[src/rtl/ram_port_ctrl.sv]
// ram_port_ctrl: valid/ready request front end for single_port_ram.
// It also runs a hardware fill sweep and range-checks addresses against DEPTH.
module ram_port_ctrl #(
    parameter int ADDR_WIDTH = 6,
    parameter int DATA_WIDTH = 8,
    parameter int DEPTH      = 64
) (
    input  logic                  clk,
    input  logic                  rst,
    input  logic                  init_start,
    input  logic [DATA_WIDTH-1:0] init_value,
    output logic                  init_busy,
    output logic                  init_done,
    input  logic                  req_valid,
    output logic                  req_ready,
    input  logic                  req_we,
    input  logic [ADDR_WIDTH-1:0] req_addr,
    input  logic [DATA_WIDTH-1:0] req_wdata,
    output logic                  rsp_valid,
    output logic [DATA_WIDTH-1:0] rsp_data,
    output logic                  rsp_err,
    output logic [DATA_WIDTH-1:0] ram_data,
    output logic [ADDR_WIDTH-1:0] ram_addr,
    output logic                  ram_we,
    input  logic [DATA_WIDTH-1:0] ram_q
);
    typedef enum logic {IDLE, INIT} state_t;
    localparam logic [ADDR_WIDTH:0]   LP_DEPTH = (ADDR_WIDTH+1)'(DEPTH);
    localparam logic [ADDR_WIDTH-1:0] LP_LAST  = ADDR_WIDTH'(DEPTH - 1);
    state_t                r_state, w_next;
    logic [ADDR_WIDTH-1:0] r_cnt;
    logic [DATA_WIDTH-1:0] r_val;
    logic                  r_done, r_rsp_valid, r_rsp_err;
    logic                  w_in_range, w_last, w_rd;
    assign w_in_range = {1'b0, req_addr} < LP_DEPTH;
    assign w_last     = r_cnt == LP_LAST;
    assign w_rd       = req_valid & req_ready & ~req_we;
    always_comb begin
        w_next    = r_state;
        req_ready = 1'b0;
        ram_we    = 1'b0;
        ram_addr  = req_addr;
        ram_data  = req_wdata;
        if (r_state == INIT) begin
            ram_we   = 1'b1;
            ram_addr = r_cnt;
            ram_data = r_val;
            w_next   = w_last ? IDLE : INIT;
        end else begin
            req_ready = ~rst & ~init_start;
            ram_we    = req_valid & req_ready & req_we & w_in_range;
            w_next    = init_start ? INIT : IDLE;
        end
    end
    always_ff @(posedge clk or posedge rst) begin
        if (rst) begin
            r_state     <= IDLE;
            r_cnt       <= '0;
            r_val       <= '0;
            r_done      <= 1'b0;
            r_rsp_valid <= 1'b0;
            r_rsp_err   <= 1'b0;
        end else begin
            r_state     <= w_next;
            r_cnt       <= r_state == INIT ? r_cnt + 1'b1 : '0;
            r_val       <= (r_state == IDLE && init_start) ? init_value : r_val;
            r_done      <= r_state == INIT && w_last;
            r_rsp_valid <= w_rd;
            r_rsp_err   <= w_rd & ~w_in_range;
        end
    end
    assign init_busy = r_state == INIT;
    assign init_done = r_done;
    assign rsp_valid = r_rsp_valid;
    assign rsp_err   = r_rsp_err;
    // Out-of-range reads still drive the RAM address, so the returned word must be masked.
    assign rsp_data  = r_rsp_err ? '0 : ram_q;
endmodule

[config.mk]
export PLATFORM = sky130hd
export DESIGN_NAME = ram_port_ctrl
export DESIGN_NICKNAME = d
export VERILOG_FILES = /design/src/rtl/ram_port_ctrl.sv
export SDC_FILE = /design/constraint.sdc
export NUM_CORES = 1
export LEC_CHECK = 0
export CELL_PAD_IN_SITES_DETAIL_PLACEMENT = 1
export CELL_PAD_IN_SITES_GLOBAL_PLACEMENT = 1
export CORE_ASPECT_RATIO = 0.9
export CORE_MARGIN = 3
export CORE_UTILIZATION = 27
export CTS_BUF_LIST = sky130_fd_sc_hd__clkbuf_16
export DETAILED_ROUTE_END_ITERATION = 10
export PLACE_DENSITY_LB_ADDON = 0.1
export SKIP_LAST_GASP = 1
export SYNTH_ARGS = -nofsm -noshare
export SYNTH_HDL_FRONTEND = slang
export SYNTH_SLANG_ARGS = --single-unit
[constraint.sdc]
create_clock -name clk -period 2.3 [get_ports clk]
set_clock_uncertainty 0.15 [all_clocks]
set_input_delay 0.46 -clock clk [delete_from_list [all_inputs] [get_ports clk]]
set_output_delay 0.46 -clock clk [all_outputs]
set_load 0.005 [all_outputs]
## Word-level counts from Yosys, hierarchy flattened

Index checks and enable logic that the tools add are counted.
W data, S select, Z words.

| storage, ports and cells | value |
|---|---|
| register bits after elaboration | 17 |
| bits of input ports | 35 |
| output and inout port bits | 28 |
| logic and storage cells | 26 |

| operators by class | value |
|---|---|
| add/subtract/negate cells | 1 |
| equality and inequality tests | 1 |
| multiplexer cells | 8 |
| bitwise gates (word level) | 9 |
| reduce and logical (&&, ||, !) cells | 2 |

Operator list:

| operator | count |
|---|---|
| $mux W6 | 2 |
| $mux W8 | 1 |
| $add A6 B1 Y6 const B | 1 |
| $eq A6 B6 Y1 const B | 1 |
| $and A1 B1 Y1 | 5 |
| $mux W1 | 5 |
| $not A1 Y1 | 4 |
| $logic_and A1 B1 Y1 | 2 |

## Depth between registers and ports, before layout

Gate-level depths: netlist (run 1).

| logic depth | value |
|---|---|
| depth after elaboration | 5 |
| gate-level depth with buffers | 4 |
| gate-level depth less buffers | 4 |

## Worst setup path before layout (run 1)

No wires, ideal clock.

| timing path | value |
|---|---|
| path type | reg2out |
| start point | register r_state (netlist: init_busy) |
| end point | output port ram_addr[4] |
| arrival time | 1.110 ns |
| required time | 1.690 ns |
| path slack | 0.580 ns |
| stages on the path, launching flop included | 4 |
| path buffers | 2 |
| cells stage by stage | dfrtp_1 buf_2 clkbuf_1 mux2_2 |

| on the way | value |
|---|---|
| cells in the longest elaborated chain, start to end | 1 |

RTL lines:

| what | RTL line | RTL |
|---|---|---|
| from (decl) | 30 | `state_t r_state, w_next;` |
| from (signal assigned) | 64 | `r_state <= w_next;` |
| $mux W6 | 44 | `if (r_state == INIT) begin` |
| to (decl) | 23 | `output logic [ADDR_WIDTH-1:0] ram_addr,` |

Every way passes these cells.

## Worst setup path in the final report (run 1)

| timing path | value |
|---|---|
| start point | input port req_valid |
| end point | output port ram_we |

| on the way | value |
|---|---|
| cells in the longest elaborated chain, start to end | 3 |

RTL lines:

| what | RTL line | RTL |
|---|---|---|
| from (decl) | 14 | `input logic req_valid,` |
| $and A1 B1 Y1 (2 in a row) | 51 | `ram_we = req_valid & req_ready & req_we & w_in_range;` |
| $mux W1 | 44 |  |
| to (decl) | 24 | `output logic ram_we,` |

Every way passes these cells.

==> impl_results.md, run 1 <==
- Worst hold-check path type: in2async
- DP HPWL: 1719 um
- Number of fill cells: 345
- Clk_lat worst skew: approximately 240 ps
- Most common cell on crit path: clkdlybuf4s50_1
- Area Overhead vs Synth: 59.08%
- Most frequent cells in the layout: 42 x clkdlybuf4s50_1, 21 x mux2_2, 17 x dfrtp_1
- GRT Total Usage: about an eighth
- Run status: finished clean
- Synth cell types: 22
- Via count: 728
- Post-Syn Area per Cell: around 12 um2
- DR vias/cell: 4.439
- Worst path top cell family by delay: buffers and inverters
- 1st-iter DRT viols: 6
- Slowest stage delay, CP: around 500 ps
- Port bufs: 45
- Critical path class: in2out
- GRT overflow: 0
- Final instance area: between 0.001 and 0.0015 mm2
- Slowest stage cell, crit path: clkdlybuf4s50_1
- Max Fanout on Critical Path: 2
- Syn Nets: 116
- DRT antenna net count: 0
- Synthesized flop and latch total: 17
- Nets@finish: approximately 160
- Routability Congestion: approximately 0.72
- Power Total: roughly 0.0016 W
- Longest Clk Path Bufs: 2
- Clock transition at path regs: approximately 50 ps
- Antenna Cells: 0
- Tcrit/Tclk final: 97.55%
- Cts bufs inserted: 3
- CP Cell Sequence: clkdlybuf4s50_1 -> a41o_1 -> clkdlybuf4s50_1
- Site Rows: 19
- Synth Cell Area: 923.4 um2
- Die area: 0.004159 mm2
- # IOs: 63
- CP Capture Type: primary output
- Setup Fix Bufs, Post-CTS: 0
- Post-Route WL: between 2000 and 2500 um
- Achievable clock frequency: 445.7 MHz
- Placed inst area: 0.001383 mm2
- CTS tree: done
- Pwr dens: 1062 mW/mm2
- Slew Viols, Final: 0
- Final worst path period need: 2244 ps
- Synthesis warning total: 0
- Die Y: between 60 and 70 um
- Root buf cell: clkbuf_16
- Core box area: 0.003162 mm2
- RSZ-0062 raised after global routing: no
- VDD IR max: 0.0005138 V
- Largest net degree at the start of global routing: 18
- H-Tree Level Count: 1
- Final setup viols: 0
- LEAKAGE: 0.6359 nW
- Drt pass-1 iters: 4
- Die X: 67.65 um
- Leading cell type in the layout, fill and taps excluded: clkdlybuf4s50_1
- Critical path required time: 1690 ps
- Startpoint types: input pin
- Count of final hold-check violations: 0
- Synth Instances: 80
- Layout cell share with drive strength beyond 1: 26.23%
- Initial antenna violation count: 0
- Starting Density: between 20% and 30%
- Crit path DAT: 1630 ps
- DRC errors left: 0
- Number of global-route vias before repair: 707
- Fin Setup TNS: 0 ps
- Wirelength per Cell: 13.82 um
- Buffers & Inverters on Critical Path: 2
- Sequential share of the synthesized area: 46.07%
- TritonCTS sink count: 17
- # Max-Cap Violations: 0
- First-pass GRT wire length: 3684 um
## synth_stat cells
master	number	share of area, %
a41o_1	1	1.1
and2_1	4	2.7
and3_1	1	0.68
buf_2	2	1.1
buf_4	9	7.3
clkbuf_1	1	0.41
conb_1	1	0.41
dfrtp_1	17	46
ha_1	1	1.4
inv_1	3	1.2
mux2_2	21	26
nand2_1	3	1.2
nand3_1	1	0.54
nand3_2	1	1.1
nor2_1	3	1.2
nor2_2	1	0.68
nor2b_1	1	0.68
nor3_1	3	1.6
o21ai_0	2	1.1
or4b_1	1	1.1
xnor2_1	2	1.9
xor2_1	1	0.95
## area by class of cell
type / instances / area, um2 / area share (%)
Multi-Input combinational cell: 48 / 405.4 / 27.60
Timing Repair Buffer: 50 / 495.5 / 33.73
Clock buffer: 3 / 75.07 / 5.111
Inverter: 3 / 11.26 / 0.7666
Sequential cell: 17 / 425.4 / 28.96
Clock inverter: 1 / 3.754 / 0.2555
Tap cell: 42 / 52.55 / 3.578
## metrics by stage
step	hold WS (ps)	util (%)	setup WS, ps	cells
5_1_grt	198.0	46.46	13.76	164
2_1_floorplan	244.2	-	579.8	80
6_report	154.4	46.46	56.40	164
3_5_place_dp	341.5	43.73	-33.77	160
4_1_cts	352.8	46.18	10.42	164
3_3_place_gp	334.3	43.73	34.25	160
## worst paths after layout
check                               start   endpoint  slack, ps  cells past startpoint
worst max-delay path            req_valid     ram_we         60                      3
worst min-delay path                  rst   r_val[2]        150                      3
worst max register to register  init_busy   r_val[7]        850                      4
worst min register to register   r_cnt[0]   r_cnt[0]        350                      1
max in group asynchronous             rst  init_done       1660                      3
min in group clk                 r_cnt[0]   r_cnt[0]        350                      1
## per-layer routing
layer | vias up | track usage, % | share of wire, %
met5 | - | 0 | 0
met1 | 349 | 16.01 | 42
met3 | 6 | 4.015 | 7.6
met4 | 0 | 4.913 | 1.4
met2 | 28 | 18.31 | 49
li1 | 345 | - | -
## cells by family (layout without fill, tap and decap cells)
family | Yosys count | count (layout) | share of synthesized area (%)
AO/OA/AOI/OAI | 3 | 3 | 2.168
XOR/XNOR | 3 | 3 | 2.846
adder cells (fa/ha/maj) | 1 | 1 | 1.355
buffers and inverters | 15 | 57 | 10.03
flip-flops | 17 | 17 | 46.07
multiplexers | 21 | 21 | 25.61
other | 1 | 1 | 0.4061
AND/OR/NAND/NOR | 19 | 19 | 11.52
## registers in the layout, summed over array words and instances, names as in the netlist
register and count:
r_val 8, r_cnt 6, init_busy 1, init_done 1, rsp_valid 1
## power by group
part / switching, W / total [W] / leakage, nW / internal [W]
sequential: 0.0000928 / 0.000519 / 0.206 / 0.000426
combinational: 0.000214 / 0.000703 / 0.387 / 0.000489
clock: 0.000107 / 0.000337 / 0.0423 / 0.000230
total: 0.000414 / 0.00156 / 0.636 / 0.00115
## worst register-to-register path: cells and delay by family, from the launching register on
kind          cells  cell delay [ps]
buf+inv           2              350
flops             1              390
mux               1              340
simple gates      1              110
## timing repair
| action | 4_1_cts | 5_1_grt |
|---|---|---|
| setup endpoints to repair | 1 | 8 |
| gates cloned | 0 | 0 |
| hold buffers | 0 | 0 |
| gates resized for setup | 1 | 5 |
| pin swaps | 0 | 0 |
No activity file was read; power rests on OpenSTA's default activity.
==> inputs of run 2 (changes only) <==
HOLD_SLACK_MARGIN = 0.05   (was unset)
==> results of run 2 <==
The final DEF is identical to that of run 1; final timing and power are the same.
==> inputs of run 3 (changes only) <==
CELL_PAD_IN_SITES_DETAIL_PLACEMENT = 0   (was 1)
SKIP_CTS_REPAIR_TIMING = 1   (was unset)
==> impl_results.md, run 3 (synthesized netlist as in run 1, its figures left out) <==
- Startpoint types: input pin
- Max reg flops: 8
- Final Worst Setup Slack: 40.02 ps
- Worst setup path end: ram_we
- R2R cell count: 4
- CP Capture Type: primary output
- Routability Congestion: 0.7201
- Critical path class: in2out
- Top flop regs: r_val (8), r_cnt (6)
- Layout cell share with drive strength beyond 1: 25.41%
- Clk_lat worst skew: 240 ps
- Crit path DAT: 1650 ps
- Drt pass-1 iters: 4
- H-Tree Level Count: 1
- TritonCTS sink count: 17
- FF-to-FF setup slack: 860 ps
- Achievable clock frequency: approximately 440 MHz
- RSZ-0062 raised after global routing: no
- GRT overflow: 0
- Non-filler cells, final: about 160
- Via count: 705
- Most frequent cells in the layout: 44 x clkdlybuf4s50_1, 21 x mux2_2, 17 x dfrtp_1
- Core box area: between 0.003 and 0.004 mm2
- Slew Viols, Final: 0
- # Max-Cap Violations: 0
- Final worst path period need: 2260 ps
- Die X: 67.65 um
- Clock transition at path regs: 50 ps
- Cts bufs inserted: 3
- Pwr dens: 1052 mW/mm2
- Fin Setup TNS: 0 ps
- Run status: finished clean
- Critical path required time: about 1700 ps
- Initial antenna violation count: 0
- Port bufs: 45
- Die Y: between 60 and 70 um
- Power Total: 0.001543 W
- DRC errors left: 0
- DP HPWL: between 1500 and 2000 um
- Most flop-heavy register: r_val
- Number of global-route vias before repair: 686
- Root buf cell: clkbuf_16
- DR vias/cell: 4.299
- First-pass GRT wire length: 3194 um
- Final setup viols: 0
- Max Fanout on Critical Path: 3
- GRT Total Usage: 10.44%
- CTS tree: done
- DRT antenna net count: 0
- Nets@finish: 159
- Start point of the critical path: rst
- Placed cells: 160
- Largest net degree at the start of global routing: 18
- Final hold slack: ~350 ps
- Count of final hold-check violations: 0
- Worst slack at placement: 6.627 ps
- # IOs: 63
- Site Rows: 19
- Worst hold-check path type: reg2reg
- Leading cell type in the layout, fill and taps excluded: clkdlybuf4s50_1
- Tcrit/Tclk final: 98.26%
- Area Overhead vs Synth: 58.94%
- Post-Route WL: 2042 um
- VDD IR max: 0.0005077 V
- Starting Density: 29.20%
- Crit Reg-Reg Startpoint: init_busy
- Wirelength per Cell: 12.45 um
- Antenna Cells: 0
- RR Endpoint: r_val[6]
- LEAKAGE: 0.6266 nW
- Die area: 0.004159 mm2
- Longest Clk Path Bufs: 2
- 1st-iter DRT viols: 19
[run 3: changes by cell type in the layout (fill, tap and decap cells not counted), sizes merged]
cell           previous run  this run
dlygate4sd2               1         0
dlymetal6s2s              2         1
clkdlybuf4s50            42        44
[run 3: per-layer routing]
layer  wire, um  GRT usage [%]
met1        995          14.81
met4         19          4.046
met3        163          3.832
met2        864          14.29
met5          0              0
[run 3: worst min path at each step]
stage | to | from | depth (start not counted) | slack, ps
3_3_place_gp | r_val[3] | r_val[3] | 1 | 330
4_1_cts | r_val[0] | r_val[0] | 1 | 350
5_1_grt | r_val[0] | r_val[0] | 1 | 380
2_1_floorplan | init_busy | rst | 1 | 240
3_5_place_dp | r_val[0] | r_val[0] | 1 | 340
6_report | r_val[3] | r_val[3] | 1 | 350
[run 3: report_power, final]
part / total, W / leakage [nW] / switching, W / internal (W)
clock network: 0.000334 / 0.0423 / 0.000104 / 0.000230
registers: 0.000514 / 0.206 / 0.0000878 / 0.000426
logic: 0.000695 / 0.378 / 0.000205 / 0.000490
total: 0.00154 / 0.627 / 0.000397 / 0.00115
[run 3: critical path, stage by stage]
cell	delay (ps)
clkdlybuf4s50_1	510
inv_1	70
a41o_1	180
clkdlybuf4s50_1	440
[run 3: layout make-up]
class,count,area [um2]
fillers,301,1694
multi-input cells,48,405.4
clock inverters,1,3.754
inverters,3,11.26
clock buffers,3,75.07
repair buffers,50,494.2
well taps,42,52.55
flip-flops and latches,17,425.4
[run 3: through the flow]
stage          utilization (%)  instance area (um2)
6_report                 46.42                 1468
5_1_grt                  46.42                 1468
4_1_cts                  46.22                 1461
3_5_place_dp             43.73                 1383
3_3_place_gp             43.73                 1383
2_1_floorplan                -                923.4
